==> config.mk <==
export PLATFORM = sky130hd
export DESIGN_NAME = muldiv_unit
export DESIGN_NICKNAME = d
export VERILOG_FILES = /design/src/rtl/muldiv_unit.sv
export SDC_FILE = /design/constraint.sdc
export NUM_CORES = 1
export LEC_CHECK = 0
export ABC_AREA = 1
export CAP_MARGIN = 20
export CORE_ASPECT_RATIO = 0.5
export CORE_MARGIN = 1
export CORE_UTILIZATION = 45
export DETAILED_ROUTE_END_ITERATION = 6
export DONT_BUFFER_PORTS = 1
export GPL_ROUTABILITY_DRIVEN = 1
export GPL_TIMING_DRIVEN = 1
export HOLD_SLACK_MARGIN = 0.1
export PLACE_DENSITY_LB_ADDON = 0.1
export SKIP_CTS_REPAIR_TIMING = 1
export SLEW_MARGIN = 20
export SYNTH_ARGS = -nofsm -noshare
export SYNTH_HDL_FRONTEND = slang
export SYNTH_SLANG_ARGS = --single-unit
==> constraint.sdc <==
create_clock -name clk_i -period 2.4 [get_ports clk_i]
set_input_delay 0.36 -clock clk_i [delete_from_list [all_inputs] [get_ports clk_i]]
set_output_delay 0.36 -clock clk_i [all_outputs]
set_load 0.005 [all_outputs]
==> src/rtl/muldiv_unit.sv <==
// Iterative RV32M multiply/divide unit: shift-add multiply and restoring
// divide, one bit per cycle, with sign correction in a dedicated FIX state.
module muldiv_unit #(
  parameter int unsigned XLEN  = 32,
  parameter int unsigned TAG_W = 5
) (
  input  logic             clk_i,
  input  logic             rst_i,
  input  logic             valid_i,
  output logic             ready_o,
  input  logic [2:0]       funct3_i,
  input  logic [XLEN-1:0]  rs1_i,
  input  logic [XLEN-1:0]  rs2_i,
  input  logic [TAG_W-1:0] rd_i,
  input  logic             flush_i,
  output logic             busy_o,
  output logic             done_o,
  output logic [XLEN-1:0]  result_o,
  output logic [TAG_W-1:0] rd_o
);

  localparam int unsigned     CW       = $clog2(XLEN);
  localparam logic [CW-1:0]   CNT_LAST = CW'(XLEN - 1);
  localparam logic [XLEN-1:0] MOST_NEG = {1'b1, {(XLEN-1){1'b0}}};

  localparam logic [2:0] OP_MUL    = 3'b000;
  localparam logic [2:0] OP_MULH   = 3'b001;
  localparam logic [2:0] OP_MULHSU = 3'b010;
  localparam logic [2:0] OP_DIV    = 3'b100;
  localparam logic [2:0] OP_REM    = 3'b110;

  typedef enum logic [1:0] {IDLE, CALC, FIX, DONE} state_t;

  state_t state, state_next;

  // Captured operation
  logic [2:0]       op;
  logic [TAG_W-1:0] tag;
  logic             neg;
  logic [CW-1:0]    cnt;
  logic [XLEN-1:0]  mag_a;
  logic [XLEN-1:0]  mag_b;

  // Iteration registers
  logic [2*XLEN-1:0] prod;
  logic [XLEN:0]     rem;
  logic [XLEN-1:0]   quo;

  // Request decode
  logic            accept;
  logic            a_signed, b_signed;
  logic            sign_a, sign_b;
  logic [XLEN-1:0] a_abs, b_abs;
  logic            div_zero, div_ovf, special;
  logic [XLEN-1:0] special_res;
  logic            req_neg;

  // Iteration step values
  logic [XLEN:0]   mul_addend, mul_sum;
  logic [XLEN:0]   div_shift, div_diff;

  // Final correction values
  logic [2*XLEN-1:0] prod_fix;
  logic [XLEN-1:0]   quo_fix, rem_fix, fix_res;

  assign ready_o = (state == IDLE);
  assign busy_o  = (state != IDLE);
  assign done_o  = (state == DONE);
  assign accept  = valid_i && ready_o && !flush_i;

  // Decode the incoming request: signedness, magnitudes, special divide cases
  always_comb begin
    a_signed    = (funct3_i == OP_MULH) || (funct3_i == OP_MULHSU) ||
                  (funct3_i == OP_DIV)  || (funct3_i == OP_REM);
    b_signed    = (funct3_i == OP_MULH) || (funct3_i == OP_DIV) ||
                  (funct3_i == OP_REM);
    sign_a      = a_signed && rs1_i[XLEN-1];
    sign_b      = b_signed && rs2_i[XLEN-1];
    a_abs       = sign_a ? -rs1_i : rs1_i;
    b_abs       = sign_b ? -rs2_i : rs2_i;
    // Remainder takes the dividend's sign; product and quotient the xor
    req_neg     = (funct3_i[2] && funct3_i[1]) ? sign_a : (sign_a ^ sign_b);
    div_zero    = (rs2_i == '0);
    div_ovf     = !funct3_i[0] && (rs1_i == MOST_NEG) && (rs2_i == '1);
    special     = funct3_i[2] && (div_zero || div_ovf);
    special_res = '0;
    if (div_zero) begin
      special_res = funct3_i[1] ? rs1_i : '1;
    end else if (div_ovf) begin
      special_res = funct3_i[1] ? '0 : rs1_i;
    end
  end

  // One-bit step values for the shift-add multiply and restoring divide
  always_comb begin
    mul_addend = prod[0] ? {1'b0, mag_a} : '0;
    mul_sum    = {1'b0, prod[2*XLEN-1:XLEN]} + mul_addend;
    div_shift  = {rem[XLEN-1:0], quo[XLEN-1]};
    div_diff   = div_shift - {1'b0, mag_b};
  end

  // Sign correction and half / quotient / remainder selection
  always_comb begin
    prod_fix = neg ? -prod : prod;
    quo_fix  = neg ? -quo : quo;
    rem_fix  = neg ? -rem[XLEN-1:0] : rem[XLEN-1:0];
    if (op[2]) begin
      fix_res = op[1] ? rem_fix : quo_fix;
    end else if (op == OP_MUL) begin
      fix_res = prod_fix[XLEN-1:0];
    end else begin
      fix_res = prod_fix[2*XLEN-1:XLEN];
    end
  end

  // State register
  always_ff @(posedge clk_i or negedge rst_i) begin
    if (!rst_i) begin
      state <= IDLE;
    end else begin
      state <= state_next;
    end
  end

  // Next-state logic
  always_comb begin
    state_next = state;
    case (state)
      IDLE: if (accept) state_next = special ? DONE : CALC;
      CALC: begin
        if (flush_i) begin
          state_next = IDLE;
        end else if (cnt == CNT_LAST) begin
          state_next = FIX;
        end
      end
      FIX:     state_next = flush_i ? IDLE : DONE;
      DONE:    state_next = IDLE;
      default: state_next = IDLE;
    endcase
  end

  // Datapath: capture on accept, iterate in CALC, register result from FIX
  always_ff @(posedge clk_i or negedge rst_i) begin
    if (!rst_i) begin
      op       <= '0;
      tag      <= '0;
      neg      <= 1'b0;
      cnt      <= '0;
      mag_a    <= '0;
      mag_b    <= '0;
      prod     <= '0;
      rem      <= '0;
      quo      <= '0;
      result_o <= '0;
      rd_o     <= '0;
    end else begin
      case (state)
        IDLE: begin
          if (accept) begin
            op    <= funct3_i;
            tag   <= rd_i;
            neg   <= req_neg;
            cnt   <= '0;
            mag_a <= a_abs;
            mag_b <= b_abs;
            // Multiplier sits in the low half and shifts out as the product grows
            prod  <= {{XLEN{1'b0}}, b_abs};
            rem   <= '0;
            quo   <= a_abs;
            if (special) begin
              result_o <= special_res;
              rd_o     <= rd_i;
            end
          end
        end
        CALC: begin
          cnt <= cnt + CW'(1);
          if (op[2]) begin
            if (!div_diff[XLEN]) begin
              rem <= div_diff;
              quo <= {quo[XLEN-2:0], 1'b1};
            end else begin
              rem <= div_shift;
              quo <= {quo[XLEN-2:0], 1'b0};
            end
          end else begin
            prod <= {mul_sum, prod[XLEN-1:1]};
          end
        end
        FIX: begin
          if (!flush_i) begin
            result_o <= fix_res;
            rd_o     <= tag;
          end
        end
        default: ;
      endcase
    end
  end

endmodule
== Yosys cells after proc, flatten, opt, wreduce, memory -nomap -nowiden ==
Cells that the tools add are included.

* Register bits: 245
* Latch bits: 0
* Memory bits (writable): 0
* Memory bits (read-only): 0
* Bits of input ports: 76
* Output and inout port bits: 40
* Word-level logic and storage cells: 106
* Memories: 0

* $add $sub $neg: 8
* $mul: 0
* Divide/modulo/power cells: 0
* Magnitude comparators: 0
* Equal/unequal tests: 16
* Shifts and indexed selects: 0
* Mux-type cells: 41
* Bitwise logic cells: 1
* Reduce and logical (&&, ||, !) cells: 28

{| class="wikitable"
|+ Operator list
! operator !! number
|-
| two-way mux 32 bit || 20
|-
| two-way mux 64 bit || 3
|-
| case mux 32 bit (2 select lines) || 3
|-
| negation 32 bit || 4
|-
| case mux 64 bit (2 select lines) || 1
|-
| equality test 32 bit (second input constant) || 2
|-
| negation 64 bit || 1
|-
| adder 32 x 32 -> 33 bit || 1
|-
| subtractor 33 x 32 -> 33 bit || 1
|-
| logical NOT 32 bit || 1
|-
| two-way mux 5 bit || 4
|-
| case mux 5 bit (2 select lines) || 2
|-
| two-way mux 2 bit || 5
|-
| logical AND 1 bit || 8
|-
| case mux 2 bit (4 select lines) || 1
|-
| equality test 3 bit (second input constant) || 2
|-
| logical OR 1 bit || 6
|-
| inequality test 2 bit (second input constant) || 3
|-
| AND reduction 2 bit || 3
|-
| AND reduction 3 bit || 2
|-
| nonzero test 2 bit || 3
|-
| adder 5 x 1 -> 5 bit (second input constant) || 1
|-
| equality test 5 bit (second input constant) || 1
|-
| equality test 2 bit (second input constant) || 2
|-
| other kinds (11) || 14
|}

== Depth between registers and ports, before layout ==
Gate-level depths: netlist of run 1.

* Depth after elaboration: 8
* Mapped depth: 18
* Depth with buffers taken out: 17

== Least setup slack after synthesis of run 1 ==
No wires, ideal clock.

* Path type: reg-to-reg
* Start point: reg prod[0]
* End point: reg prod[52]
* Library setup time: 130 ps
* Arrival time: 2172 ps
* Data required time: 2270 ps
* Setup slack: 98 ps
* Stages on the path, launching flop included: 17
* Path buffers: 2
* Clock period less this slack: 2302 ps
* Cell sequence: dfrtp_1 -> buf_2 -> clkbuf_1 -> nand2_1 -> inv_1 -> ha_1 -> nand3_1 -> nand2_1 -> a21oi_1 -> o21ai_0 -> nand2_1 -> nand2_1 -> nand3_1 -> nand2_1 -> nand2_1 -> nand3_1 -> o21ai_0

* Word-level cells in the longest chain between the ends: 4

{| class="wikitable"
|+ RTL lines
! item !! line !! text
|-
| from (decl) || 45 || <nowiki>logic [2*XLEN-1:0] prod;</nowiki>
|-
| from (signal assigned) || 168 || <nowiki>prod <= {{XLEN{1'b0}}, b_abs};</nowiki>
|-
| from (signal assigned) || 188 || <nowiki>prod <= {mul_sum, prod[XLEN-1:1]};</nowiki>
|-
| two-way mux 32 bit || 96 || <nowiki>mul_addend = prod[0] ? {1'b0, mag_a} : '0;</nowiki>
|-
| adder 32 x 32 -> 33 bit || 97 || <nowiki>mul_sum = {1'b0, prod[2*XLEN-1:XLEN]} + mul_addend;</nowiki>
|-
| two-way mux 64 bit || 179 || <nowiki>if (op[2]) begin</nowiki>
|-
| case mux 64 bit (2 select lines) || 158 || <nowiki>case (state)</nowiki>
|}

No other way between the ends. The select of a mux whose other input is x is not followed.
A chain may end at the register's enable or synchronous reset.

== Worst setup path in the final report of run 1 ==
* Start point: reg mag_b[0]
* End point: reg rem[21]

* Word-level cells in the longest chain between the ends: 4

{| class="wikitable"
|+ RTL lines
! item !! line !! text
|-
| from (decl) || 42 || <nowiki>logic [XLEN-1:0] mag_b;</nowiki>
|-
| from (signal assigned) || 166 || <nowiki>mag_b <= b_abs;</nowiki>
|-
| subtractor 33 x 32 -> 33 bit || 99 || <nowiki>div_diff = div_shift - {1'b0, mag_b};</nowiki>
|-
| two-way mux 32 bit || 180 || <nowiki>if (!div_diff[XLEN]) begin</nowiki>
|-
| two-way mux 32 bit || 179 ||
|-
| case mux 32 bit (2 select lines) || 158 ||
|-
| to (signal assigned) || 181 || <nowiki>rem <= div_diff;</nowiki>
|-
| to (signal assigned) || 184 || <nowiki>rem <= div_shift;</nowiki>
|-
| to (decl) || 46 || <nowiki>logic [XLEN:0] rem;</nowiki>
|}

No other way between the ends. The select of a mux whose other input is x is not followed.

==> flow_summary.ini, run 1 <==
[status]
outcome = finished, violations left
violations = negative hold slack, negative setup slack

[place]
pre_cts_ws_ns = -0.185
io_buffers = 0
dp_hpwl_um = 78900
gp_congestion = 1.04

[critical_path]
crit_required_ns = 2.88
path_class = flop to flop
crit_chain = ha_4 > fa_2 > inv_2 > nand3_2 > nand2_2 > nand2_2 > nand3_2 > nand2_2 > nand2_4 > nand3b_4 > nand2_4 > nand2_4 > nand2_8 > clkbuf_16 > nand2_1 > nand3_1 > nand2_1
timing.critical_path.from = mag_b[0]$_DFFE_PN0P_
rrSetupSlack_ns = -0.02
r2r_start = mag_b[0]$_DFFE_PN0P_
critPathMaxFanout = 5
regToRegEndpoint = rem[21]$_DFFE_PN0P_
endpoint_kind = flop
critPathLaunchType = flop
arrival_ns = 2.90
cp_slowest_cell = dfrtp_1
cp-endpoint = rem[21]$_DFFE_PN0P_
r2r_cells = 17
slowest_delay_ns = 0.42

[global_routing]
grt.total_usage = 0.393
grt_pass1_wl_um = 146000
grt_antenna_before_repair = 2
gr-total-overflow = 0
grt_max_degree = 246
grt_pass1_vias = 23452

[die]
coreArea_um2 = 47400
die-area_um2 = 49700
fp.dieW_um = 314
io_pins = 116
num_rows = 56
die_h_um = 158
initial_core_util = 0.462

[min_path]
hold_class = primary input to asynchronous set/reset pin

[clock_tree]
cts_tree = built
path_clk_slew_ns = 0.07
cts_root_buffer = clkbuf_16
cts.sinks = 245
clock_path_buffers = 3
insertion_delay_ns = 0.59
cts.htree.levels = 1
cts-buffers-inserted = 28

[finish]
drive_gt1_frac = 0.190
antenna-diode-count = 0
areaGrowthSynthToFinish_pct = 25.5
fin_util = 0.581
fill_cells = 4732
num-nets-final = 4048
multi_input_area_um2 = 14800
area.sequential_um2 = 6140

[routing]
wl_met1_um = 45000
top_layer = met5
routed_wl_um = 101000
firstDrtPassIters = 6
routed_via_density = 5.77
route.met2.wl_um = 40900
ant_nets = 0
wl_met3_um = 11400
drt_iter0_markers = 3297
drc = 0
wire_per_inst_um = 22.1
vias = 26250

[logic_synthesis]
synth_area_leaders = dfrtp_1 (28%), nand2_1 (18%), nand3_1 (8.8%)
yosysWarnings = 0
yosys.area.top_type = dfrtp_1
yosysUniqueCellTypes = 50
netlist_instances = 3609
syn_area_per_cell_um2 = 6.08
synth_top_area_share = 0.280
syn_area_um2 = 21900
syn_nets = 3759
synth_seq_area_share = 0.280
ys_seq_elements = 245

[power_and_ir_drop]
ir_drop_uv = 998
switchingPower_mw = 22.8
p_sw_frac = 0.540
p_leak_nw = 13.8
p_int_mw = 19.4
clock_power_share = 0.110
pwr-share-comb = 0.698
cellPowerDensity_nw_per_um2 = 1530
pwr-share-seq = 0.192

[timing]
setup_violations = 11
fin_ws_ns = -0.0224
min_period_ns = 2.42
max_slew_margin = 0.383
rsz0062_at_grt = yes
max_freq_mhz = 413
skew_ns = 0.0114
hold_slack_ns = -0.533
drv_slew = 0
hold_viol = 245
tightest_slew_ns = 0.925
timing.final.crit_share = 1.01

[run]
cap_violations = 0
## power groups by stage
stage	clock (mW)	combinational, mW	sequential, mW
2_1_floorplan	0	15.7	7.23
6_report	4.63	29.4	8.10
3_5_place_dp	0	25.6	7.97
4_1_cts	4.65	25.7	7.92
3_3_place_gp	0	25.4	7.96
5_1_grt	4.82	31.9	8.23
## cells by family after synthesis
family,Yosys count,share of synthesized area
AOI/OAI and AO/OA,655,0.162
xor gates and xnor gates,71,0.0284
adders and majority gates,74,0.0429
buffers and inverters,541,0.0979
DFF,245,0.280
and+or+nand+nor,2023,0.389
## Yosys cell counts (all sizes together)
| cell | instances |
|---|---|
| o21bai | 9 |
| nand4 | 39 |
| o21ai | 329 |
| o21a | 7 |
| nand2 | 1063 |
| clkbuf | 76 |
| a31oi | 23 |
| a21boi | 5 |
| a21oi | 234 |
| nor2 | 464 |
| o2111ai | 1 |
| buf | 51 |
| xor2 | 44 |
| and2 | 2 |
| nor4 | 9 |
| nand3b | 15 |
| a21o | 9 |
| or2 | 8 |
| nor3 | 32 |
| o31ai | 3 |
| xnor2 | 27 |
| dfrtp | 245 |
| clkinv | 5 |
| ha | 72 |
| fa | 2 |
| o22ai | 16 |
| nand3 | 391 |
| inv | 409 |
| o211ai | 19 |
## cell usage in the layout (no fill, tap or decap), drive strengths merged
cell,synthesis,layout
a21boi,5,5
a21o,9,9
a21oi,234,234
a31oi,23,23
and2,2,2
buf,51,349
bufinv,0,3
clkbuf,76,40
clkinv,5,11
clkinvlp,0,1
dfrtp,245,245
dlygate4sd3,0,33
fa,2,2
ha,72,72
inv,409,409
nand2,1063,1064
nand3,391,391
nand3b,15,15
nand4,39,39
nor2,464,464
nor3,32,32
nor4,9,9
o2111ai,1,1
o211ai,19,19
o21a,7,7
o21ai,329,329
o21bai,9,9
o22ai,16,16
o31ai,3,3
or2,8,8
xnor2,27,27
xor2,44,44
## final cells by class
class	instances	share of cell area
inverter	414	0.0567
timing repair buffer	385	0.119
sequential	245	0.223
clock inverter	10	0.00491
tap	638	0.0290
multi-input combinational	2824	0.539
clock buffer	37	0.0293
## per-stage QoR
step / hold slack (ns) / cell area (um2) / power (mW) / instances / setup TNS, ns
2_1_floorplan: 0.0644 / 21900 / 23.0 / 3609 / 0
3_3_place_gp: 0.0693 / 24900 / 33.4 / 4457 / -0.747
3_5_place_dp: 0.0711 / 24900 / 33.6 / 4457 / -2.21
4_1_cts: -0.560 / 25800 / 38.3 / 4504 / -3.43
5_1_grt: -0.559 / 27500 / 45.0 / 4553 / -3.18
6_report: -0.533 / 27500 / 42.2 / 4553 / -0.105
## worst min-delay path by stage
stage	endpoint	cells past startpoint
2_1_floorplan	cnt[0]$_DFFE_PN0P_	0
3_3_place_gp	prod[47]$_DFFE_PN0P_	0
3_5_place_dp	prod[40]$_DFFE_PN0P_	0
4_1_cts	prod[40]$_DFFE_PN0P_	0
5_1_grt	prod[41]$_DFFE_PN0P_	0
6_report	prod[40]$_DFFE_PN0P_	0
## per-layer routing
layer | vias up | track usage
met1 | 12445 | 0.579
met5 | - | 0
met2 | 1292 | 0.554
met4 | 2 | 0.108
met3 | 148 | 0.104
li1 | 12363 | -
## flip-flops by register name (all words and copies together), names as in the netlist
register  cells
op            3
mag_a        32
rem          32
state         2
tag           5
cnt           5
mag_b        32
neg           1
prod         64
result_o     32
rd_o          5
quo          32
## worst max-delay path: cells and delay by family (launching register included)
kind / cells / cell delay (ns)
DFF: 1 / 0.42
and+or+nand+nor: 13 / 1.10
buffers and inverters: 2 / 0.24
adders and majority gates: 2 / 0.56
Note: power is estimated with default switching activity, not from simulation.
==> run 2: changes to the inputs <==
SETUP_SLACK_MARGIN = 0.15   (was unset)
SKIP_LAST_GASP = 1   (was unset)
SLEW_MARGIN = 15   (was 20)
==> run 2 against run 1 <==
  * Non-clock buffer count fell by 19
  * Maximum frequency fell by 1.9%
  * Critical endpoint is now prod[51]$_DFFE_PN0P_
  * Largest cell class unchanged
  * Global-route usage fell by 0.60 points
  * The run still ends with negative hold slack, negative setup slack left
  * Clock power rose by 17%
  * Power rose by 4.6%
  * Final cell count fell by 0.37%
==> flow_summary.ini, run 2 (same netlist as run 1, synthesis figures left out) <==
[power_and_ir_drop]
p_leak_nw = 14.0
ir_drop_uv = 997
power_mw = 44.1
cellPowerDensity_nw_per_um2 = 1560

[critical_path]
crit_chain = buf_12 > nand2_1 > inv_1 > ha_1 > buf_4 > nand2_1 > buf_4 > nor2_1 > a21boi_2 > buf_4 > inv_1 > a21oi_1 > or2_2 > nand3_1 > nand2_1
crit_family = simple AND/OR/NAND/NOR gates
path_class = flop to flop
regToRegEndpoint = prod[51]$_DFFE_PN0P_
arrival_ns = 2.95
slowest_delay_ns = 0.44
cp.buffers_inverters = 6
endpoint_kind = flop
r2r_start = prod[0]$_DFFE_PN0P_
critPathMaxFanout = 24
r2r_cells = 15
critPathLaunchType = flop
cp_slowest_cell = dfrtp_1
rrSetupSlack_ns = -0.07
crit_required_ns = 2.88

[die]
coreArea_um2 = 47400
fp.dieW_um = 314
die-area_um2 = 49700
num_rows = 56
die_h_um = 158
initial_core_util = 0.462
io_pins = 116

[min_path]
hold_class = primary input to asynchronous set/reset pin

[finish]
drive_gt1_frac = 0.214
final_cell_mix = nand2_1 (939), nor2_1 (391), inv_1 (373)
areaGrowthSynthToFinish_pct = 28.9
antenna-diode-count = 0
num-nets-final = 4027
largest_reg_flops = 64
final_common_cell = nand2_1
top_register = prod

[routing]
wl_met3_um = 11100
routed_wl_um = 100000
wire_per_inst_um = 22.1
drt_iter0_markers = 3514
routed_via_density = 5.81
drc = 0
ant_nets = 0
top_layer = met5
vias = 26344
firstDrtPassIters = 6
wl_met1_um = 45200
route.met2.wl_um = 41300

[global_routing]
grt_pass1_wl_um = 144000
grt_max_degree = 246
gr-total-overflow = 0
grt_pass1_vias = 22906
grt_antenna_before_repair = 3
grt.total_usage = 0.387

[clock_tree]
cts_root_buffer = clkbuf_16
clock_path_buffers = 3
path_clk_slew_ns = 0.07
cts.sinks = 245
insertion_delay_ns = 0.60
cts-buffers-inserted = 27
cts.htree.levels = 1
cts_tree = built

[timing]
fin_ws_ns = -0.0697
max_freq_mhz = 405
tightest_slew_ns = 0.894
hold_slack_ns = -0.530
rsz0062_at_grt = yes
setup_violations = 33
timing.final.crit_share = 1.03
hold_viol = 245
max_slew_margin = 0.398
skew_ns = 0.0232
drv_slew = 0
min_period_ns = 2.47

[place]
pre_cts_ws_ns = -0.134
gp_congestion = 1.06
io_buffers = 0
dp_hpwl_um = 78100

[status]
outcome = finished, violations left
violations = negative hold slack, negative setup slack

[run]
cap_violations = 0
run 2: changes by cell type in the layout (fill, tap and decap cells not counted), moves of 11 or more:
cell     change
a21oi_1     -11
buf_4       -28
nand2_1     -29
nand2_4     +24
nand3_1     -23
nand3_2     +16
nor2_1      -16
o21ai_0     -12
run 2: worst max-delay path by stage:
stage | slack, ns | depth (start not counted) | startpoint | to
6_report | -0.07 | 15 | prod[0]$_DFFE_PN0P_ | prod[51]$_DFFE_PN0P_
5_1_grt | -0.16 | 15 | prod[0]$_DFFE_PN0P_ | prod[63]$_DFFE_PN0P_
4_1_cts | -0.15 | 15 | prod[0]$_DFFE_PN0P_ | prod[63]$_DFFE_PN0P_
3_5_place_dp | -0.13 | 15 | prod[0]$_DFFE_PN0P_ | prod[63]$_DFFE_PN0P_
3_3_place_gp | -0.13 | 15 | prod[0]$_DFFE_PN0P_ | prod[57]$_DFFE_PN0P_
2_1_floorplan | 0.16 | 18 | quo[31]$_DFFE_PN0P_ | rem[10]$_DFFE_PN0P_
run 2: area by class of cell:
cell class / instances / area, um2
fill: 4626 / 19200
multi-input combinational: 2823 / 15400
sequential: 245 / 6140
timing repair buffer: 366 / 3210
inverter: 414 / 1570
tap: 638 / 798
clock buffer: 30 / 707
clock inverter: 20 / 402
run 2: metrics by stage:
stage	util	area [um2]	TNS [ns]	std cells
finish	0.596	28300	-0.867	4536
global route	0.596	28300	-4.58	4536
detailed placement	0.520	24700	-4.17	4425
floorplan	-	21900	0	3609
global placement	0.520	24700	-1.95	4425
CTS	0.543	25800	-5.05	4475
run 2: metal layers:
metal / vias up / track usage
met5: - / 0
met4: 2 / 0.0885
met3: 149 / 0.0740
met2: 1366 / 0.561
met1: 12504 / 0.582
li1: 12323 / -
run 2: power breakdown:
part	switching [mW]	leakage [nW]	internal, mW	total (mW)
clock network	2.09	0.531	3.32	5.41
logic	19.2	10.4	11.2	30.4
registers	2.20	3.07	6.03	8.23
total	23.5	14.0	20.5	44.1
run 2: worst reg2reg max path: stages (launching register included):
cell      delay, ns
dfrtp_1        0.44
buf_12         0.19
nand2_1        0.09
inv_1          0.05
ha_1           0.30
buf_4          0.14
nand2_1        0.10
buf_4          0.15
nor2_1         0.14
a21boi_2       0.07
buf_4          0.13
inv_1          0.07
a21oi_1        0.08
or2_2          0.28
nand3_1        0.07
nand2_1        0.06
